==> src/rtl/gf_pkg.sv <==
// Shared types and constants for the GF(2^m) exponentiation controller.
package gf_pkg;

  localparam int GF_MAX_M = 32;

  typedef enum logic [1:0] {
    IDLE = 2'd0,
    SQR  = 2'd1,
    MUL  = 2'd2,
    DONE = 2'd3
  } state_t;

  // Multiplicative identity; callers take the low m bits.
  function automatic logic [GF_MAX_M-1:0] gf_one();
    return {{(GF_MAX_M-1){1'b0}}, 1'b1};
  endfunction

endpackage

==> src/rtl/gf_2m_mult.sv <==
// Combinational GF(2^m) multiplier, polynomial basis, monic modulus x^m + p.
module gf_2m_mult #(
  parameter int m = 4
) (
  input  logic [m-1:0] a,
  input  logic [m-1:0] b,
  input  logic [m-1:0] p,
  output logic [m-1:0] y
);

  logic [m-1:0] acc;
  logic [m-1:0] bb;
  logic         msb;

  // Shift-and-add: bb walks through b*x^i mod (x^m + p).
  always_comb begin
    acc = '0;
    bb  = b;
    msb = 1'b0;
    for (int i = 0; i < m; i++) begin
      if (a[i]) acc = acc ^ bb;
      msb = bb[m-1];
      bb  = bb << 1;
      if (msb) bb = bb ^ p;
    end
  end

  assign y = acc;

endmodule

==> src/rtl/gf_2m_exp_ctrl.sv <==
// Left-to-right square-and-multiply exponentiation / inversion in GF(2^m),
// one shared multiplier, one multiplication per cycle.
module gf_2m_exp_ctrl
  import gf_pkg::*;
#(
  parameter int m = 4
) (
  input  logic         clk,
  input  logic         rst,
  input  logic         in_valid,
  output logic         in_ready,
  input  logic [m-1:0] a,
  input  logic [m-1:0] e,
  input  logic         inv,
  input  logic [m-1:0] p,
  output logic         out_valid,
  input  logic         out_ready,
  output logic [m-1:0] y
);

  localparam int                    KW    = (m > 1) ? $clog2(m) : 1;
  localparam logic [GF_MAX_M-1:0]   ONE_W = gf_one();
  localparam logic [m-1:0]          ONE   = ONE_W[m-1:0];
  localparam logic [KW-1:0]         K_TOP = KW'(m - 1);
  // a^(2^m - 2) is the inverse for a != 0 and maps 0 to 0.
  localparam logic [m-1:0]          E_INV = {{(m-1){1'b1}}, 1'b0};

  state_t        state;
  state_t        state_nxt;
  logic [KW-1:0] k;
  logic [KW-1:0] k_nxt;
  logic [m-1:0]  a_reg;
  logic [m-1:0]  p_reg;
  logic [m-1:0]  e_reg;
  logic [m-1:0]  r;
  logic [m-1:0]  op_b;
  logic [m-1:0]  prod;

  assign op_b = (state == MUL) ? a_reg : r;

  gf_2m_mult #(.m(m)) u_mult (
    .a (r),
    .b (op_b),
    .p (p_reg),
    .y (prod)
  );

  always_comb begin
    state_nxt = state;
    k_nxt     = k;
    case (state)
      IDLE: begin
        if (in_valid) begin
          state_nxt = SQR;
          k_nxt     = K_TOP;
        end
      end
      SQR: begin
        if (e_reg[k])       state_nxt = MUL;
        else if (k != '0)   k_nxt     = k - 1'b1;
        else                state_nxt = DONE;
      end
      MUL: begin
        if (k != '0) begin
          state_nxt = SQR;
          k_nxt     = k - 1'b1;
        end else begin
          state_nxt = DONE;
        end
      end
      DONE: begin
        if (out_ready) state_nxt = IDLE;
      end
      default: state_nxt = IDLE;
    endcase
  end

  always_ff @(posedge clk) begin
    if (rst) begin
      state     <= IDLE;
      k         <= K_TOP;
      a_reg     <= '0;
      p_reg     <= '0;
      e_reg     <= '0;
      r         <= '0;
      y         <= '0;
      out_valid <= 1'b0;
      in_ready  <= 1'b1;
    end else begin
      state     <= state_nxt;
      k         <= k_nxt;
      in_ready  <= (state_nxt == IDLE);
      out_valid <= (state_nxt == DONE);
      case (state)
        IDLE: begin
          if (in_valid) begin
            a_reg <= a;
            p_reg <= p;
            e_reg <= inv ? E_INV : e;
            r     <= ONE;
          end
        end
        SQR, MUL: begin
          r <= prod;
          if (state_nxt == DONE) y <= prod;
        end
        default: ;
      endcase
    end
  end

endmodule

==> config.mk <==
export PLATFORM = sky130hd
export DESIGN_NAME = gf_2m_exp_ctrl
export DESIGN_NICKNAME = d
export VERILOG_FILES = /design/src/rtl/gf_pkg.sv /design/src/rtl/gf_2m_mult.sv /design/src/rtl/gf_2m_exp_ctrl.sv
export SDC_FILE = /design/constraint.sdc
export NUM_CORES = 1
export LEC_CHECK = 0
export BUFFER_PORTS_ARGS = -buffer_cell sky130_fd_sc_hd__buf_2
export CAP_MARGIN = 40
export CORE_MARGIN = 2
export CORE_UTILIZATION = 50
export DETAILED_ROUTE_END_ITERATION = 6
export GPL_TIMING_DRIVEN = 0
export PLACE_DENSITY = 0.73
export SYNTH_ARGS = -nofsm -noshare
export SYNTH_HDL_FRONTEND = slang
export SYNTH_SLANG_ARGS = --single-unit
==> constraint.sdc <==
create_clock -name clk -period 2.55 [get_ports clk]
set_clock_uncertainty 0.2 [all_clocks]
set_input_delay 0 -clock clk [delete_from_list [all_inputs] [get_ports clk]]
set_output_delay 0 -clock clk [all_outputs]
set_load 0.02 [all_outputs]
==> impl_metrics.env <==
export IMPL_status="complete, but fails checks"
export IMPL_violations="setup timing"
export IMPL_grt_pass1_vias=1508
export IMPL_place_congestion=0.802
export IMPL_via_count=1596
export IMPL_worstSetupPathType="reg -> reg"
export IMPL_clkPwrFrac_pct=11.2
export IMPL_holdCritPathClass="in -> reg"
export IMPL_ys_seq_elements=26
export IMPL_nNetsFinal=286
export IMPL_ir_drop_v=0.000454
export IMPL_multi_input_area_um2=1200
export IMPL_dp_hpwl_um=2590
export IMPL_slew_violations=0
export IMPL_finalCriticalPeriod_ps=2560
export IMPL_cp_start_kind="flop"
export IMPL_slowest_delay_ps=390
export IMPL_dieWidth_um=61.9
export IMPL_antenna_cells=0
export IMPL_synth_fp_nets=237
export IMPL_first_iter_violations=74
export IMPL_syn_inst=215
export IMPL_seq_area_um2=528
export IMPL_yosys_warnings=0
export IMPL_start_util_pct=51.1
export IMPL_synthAdderAreaFrac_pct=3.73
export IMPL_syn_area_um2=1680
export IMPL_cts_tree="done"
export IMPL_core_area_um2=3280
export IMPL_setup_viol_count_final=3
export IMPL_clk_pin_slew_ps=140
export IMPL_swShare_pct=43.9
export IMPL_cts_sinks=26
export IMPL_row_count=21
export IMPL_cp_end_kind="flop"
export IMPL_grt_pass1_wl_um=6640
export IMPL_p_comb_share_pct=56.1
export IMPL_ys_top_cells_by_area="dfxtp_1, nand2_1, a21oi_1"
export IMPL_layoutNonFillerInstCount=309
export IMPL_worst_ep_arrival_time_ps=2620
export IMPL_drv_cap=0
export IMPL_cts_buffers=3
export IMPL_seqPwrFrac_pct=32.7
export IMPL_yosysTopAreaCellShare_pct=31.0
export IMPL_synth_simple_area_share_pct=28.3
export IMPL_synth_main_ff_cell="dfxtp_1"
export IMPL_synth_xor_area_share_pct=7.68
export IMPL_mostFrequentLayoutCell="nand2_1"
export IMPL_antenna_found_initial=0
export IMPL_cp_max_fo=6
export IMPL_whs_ps=108
export IMPL_io_buffers=21
export IMPL_track_usage_pct=23.2
export IMPL_clock_latency_ps=320
export IMPL_drtPass1Iterations=4
export IMPL_cp_slowest_cell="dfxtp_4"
export IMPL_cts_htree_levels=1
export IMPL_grt_start_max_net_pins=15
export IMPL_finalCritPeriodShare_pct=100
export IMPL_clock_path_buffers=2
export IMPL_die_y_um=61.9
export IMPL_hold_viol=0
export IMPL_die_area_um2=3840
export IMPL_synth_edff_count=0
export IMPL_finalWirelength_um=3980
export IMPL_fmax_ghz=0.390
export IMPL_drc=0
export IMPL_async_flop_share_pct=0
export IMPL_grt_setup_unrepaired="true"
export IMPL_placedCellCount=282
export IMPL_cp_required_ps=2600
export IMPL_viasPerCell=5.17
export IMPL_tightest_slew_ps=473
export IMPL_slew_headroom_pct=68.5
export IMPL_synthMuxAreaShare_pct=2.01
export IMPL_grt_overflow=0
export IMPL_powerDensity_nw_per_um2=836
export IMPL_io_pins=23
export IMPL_drive_gt1_share_pct=27.0
export IMPL_synth_compound_area_share_pct=21.6
export IMPL_final_cell_mix="nand2_1, dfxtp_1, buf_2"
export IMPL_path_cells="inv_4, ha_4, or2_2, a21oi_2, a211oi_4, xor2_4, a21oi_1, o21ai_1, or3_4, xnor2_2, a211oi_1"
export IMPL_wire_per_inst_um=12.9
export IMPL_synth_yosys_seq_area_share_pct=31.0
export IMPL_power_w=0.00189
export IMPL_syn_to_final_growth_pct=34.7
export IMPL_avgSynthCellArea_um2=7.80
export IMPL_nFillCells=280
export IMPL_synth_cell_types=51
export IMPL_p_int_w=0.00106
export IMPL_synth_top_family_by_area="simple AND/OR/NAND/NOR gates"
export IMPL_power_leakage_nw=0.903
export IMPL_switchingPower_w=0.000830
export IMPL_postRouteAntennaNets=0
export IMPL_yosys_area_top_type="dfxtp_1"
export IMPL_clk_root_buffer_cell="clkbuf_4"
export IMPL_timing_final_ws_setup_ps=-12.0
-- routing by layer --
| layer | wire length (um) | up-vias | track usage (%) |
|---|---|---|---|
| met3 | 100 | 4 | 3.73 |
| met5 | 0 | - | 0 |
| met1 | 1840 | 733 | 30.2 |
| met2 | 2000 | 29 | 40.6 |
| met4 | 36 | 0 | 4.56 |
| li1 | - | 830 | - |
-- power groups by stage --
stage / Clock [W] / Sequential (W) / Combinational [W]
4_1_cts: 0.000214 / 0.000611 / 0.00102
6_report: 0.000211 / 0.000617 / 0.00106
3_3_place_gp: 0 / 0.000606 / 0.000871
3_5_place_dp: 0 / 0.000608 / 0.000877
2_1_floorplan: 0 / 0.000615 / 0.000679
5_1_grt: 0.000231 / 0.000629 / 0.00119
-- Yosys cell counts (2+ instances only) --
master	number
o21bai_1	2
nor3_1	7
buf_2	3
nor2_1	14
nand2b_1	4
xnor2_1	4
nand3_1	8
dfxtp_1	26
o31ai_1	3
a211oi_2	2
ha_1	5
xor2_1	7
nand2_1	37
a211oi_1	2
o21ai_0	13
nor2b_1	4
and3_1	7
a21oi_1	17
inv_1	10
clkbuf_1	6
and2_1	3
a21o_1	2
-- cell families (layout without fill, tap and decap cells) --
kind of cell | after synthesis | in the layout
compound gates | 53 | 53
xor+xnor | 13 | 13
fa+ha+maj | 5 | 5
buf+inv | 21 | 69
flops | 26 | 26
mux | 2 | 2
simple gates | 95 | 95
-- worst max-delay path: cells and delay by family (launching register included) --
kind            cells  cell delay (ps)
compound gates      5              670
simple gates        2              640
flops               1              390
xor+xnor            2              370
fa+ha+maj           1              180
buf+inv             1               40
-- cell type report --
type / instances / share of cell area [%]
Multi-Input combinational cell: 168 / 53.2
Sequential cell: 26 / 23.4
Timing Repair Buffer: 46 / 15.1
Tap cell: 46 / 2.55
Buffer: 9 / 2.44
Inverter: 10 / 1.77
Clock buffer: 4 / 1.61
-- path summary, 6_finish.rpt --
kind | to | cells past startpoint | slack [ps] | start
worst max-delay path | y[3]$_SDFFE_PP0P_ | 11 | -10 | state[0]$_SDFF_PP0_
worst min-delay path | state[0]$_SDFF_PP0_ | 5 | 110 | out_ready
worst min register to register | e_reg[0]$_SDFFE_PP0P_ | 2 | 270 | e_reg[0]$_SDFFE_PP0P_
worst max register to register | y[3]$_SDFFE_PP0P_ | 11 | -10 | state[0]$_SDFF_PP0_
-- timing repair --
item / 4_1_cts / 5_1_grt
endpoints found under the hold margin: 20 / 0
gates resized for setup: 22 / 5
pin swaps: 16 / 7
hold buffers: 18 / 0
setup buffers: 5 / 2
endpoints found under the setup margin: 6 / 8
-- per-stage QoR --
stage	area (um2)	worst slack, ps	util, %	setup TNS (ps)
4_1_cts	2220	-29.1	67.6	-95.9
5_1_grt	2260	-167	68.8	-719
6_report	2260	-12.0	68.8	-20.7
3_3_place_gp	1860	-237	56.7	-716
2_1_floorplan	1700	1.40	-	0
3_5_place_dp	1860	-264	56.7	-836
Power figures use the tool's default switching activity.
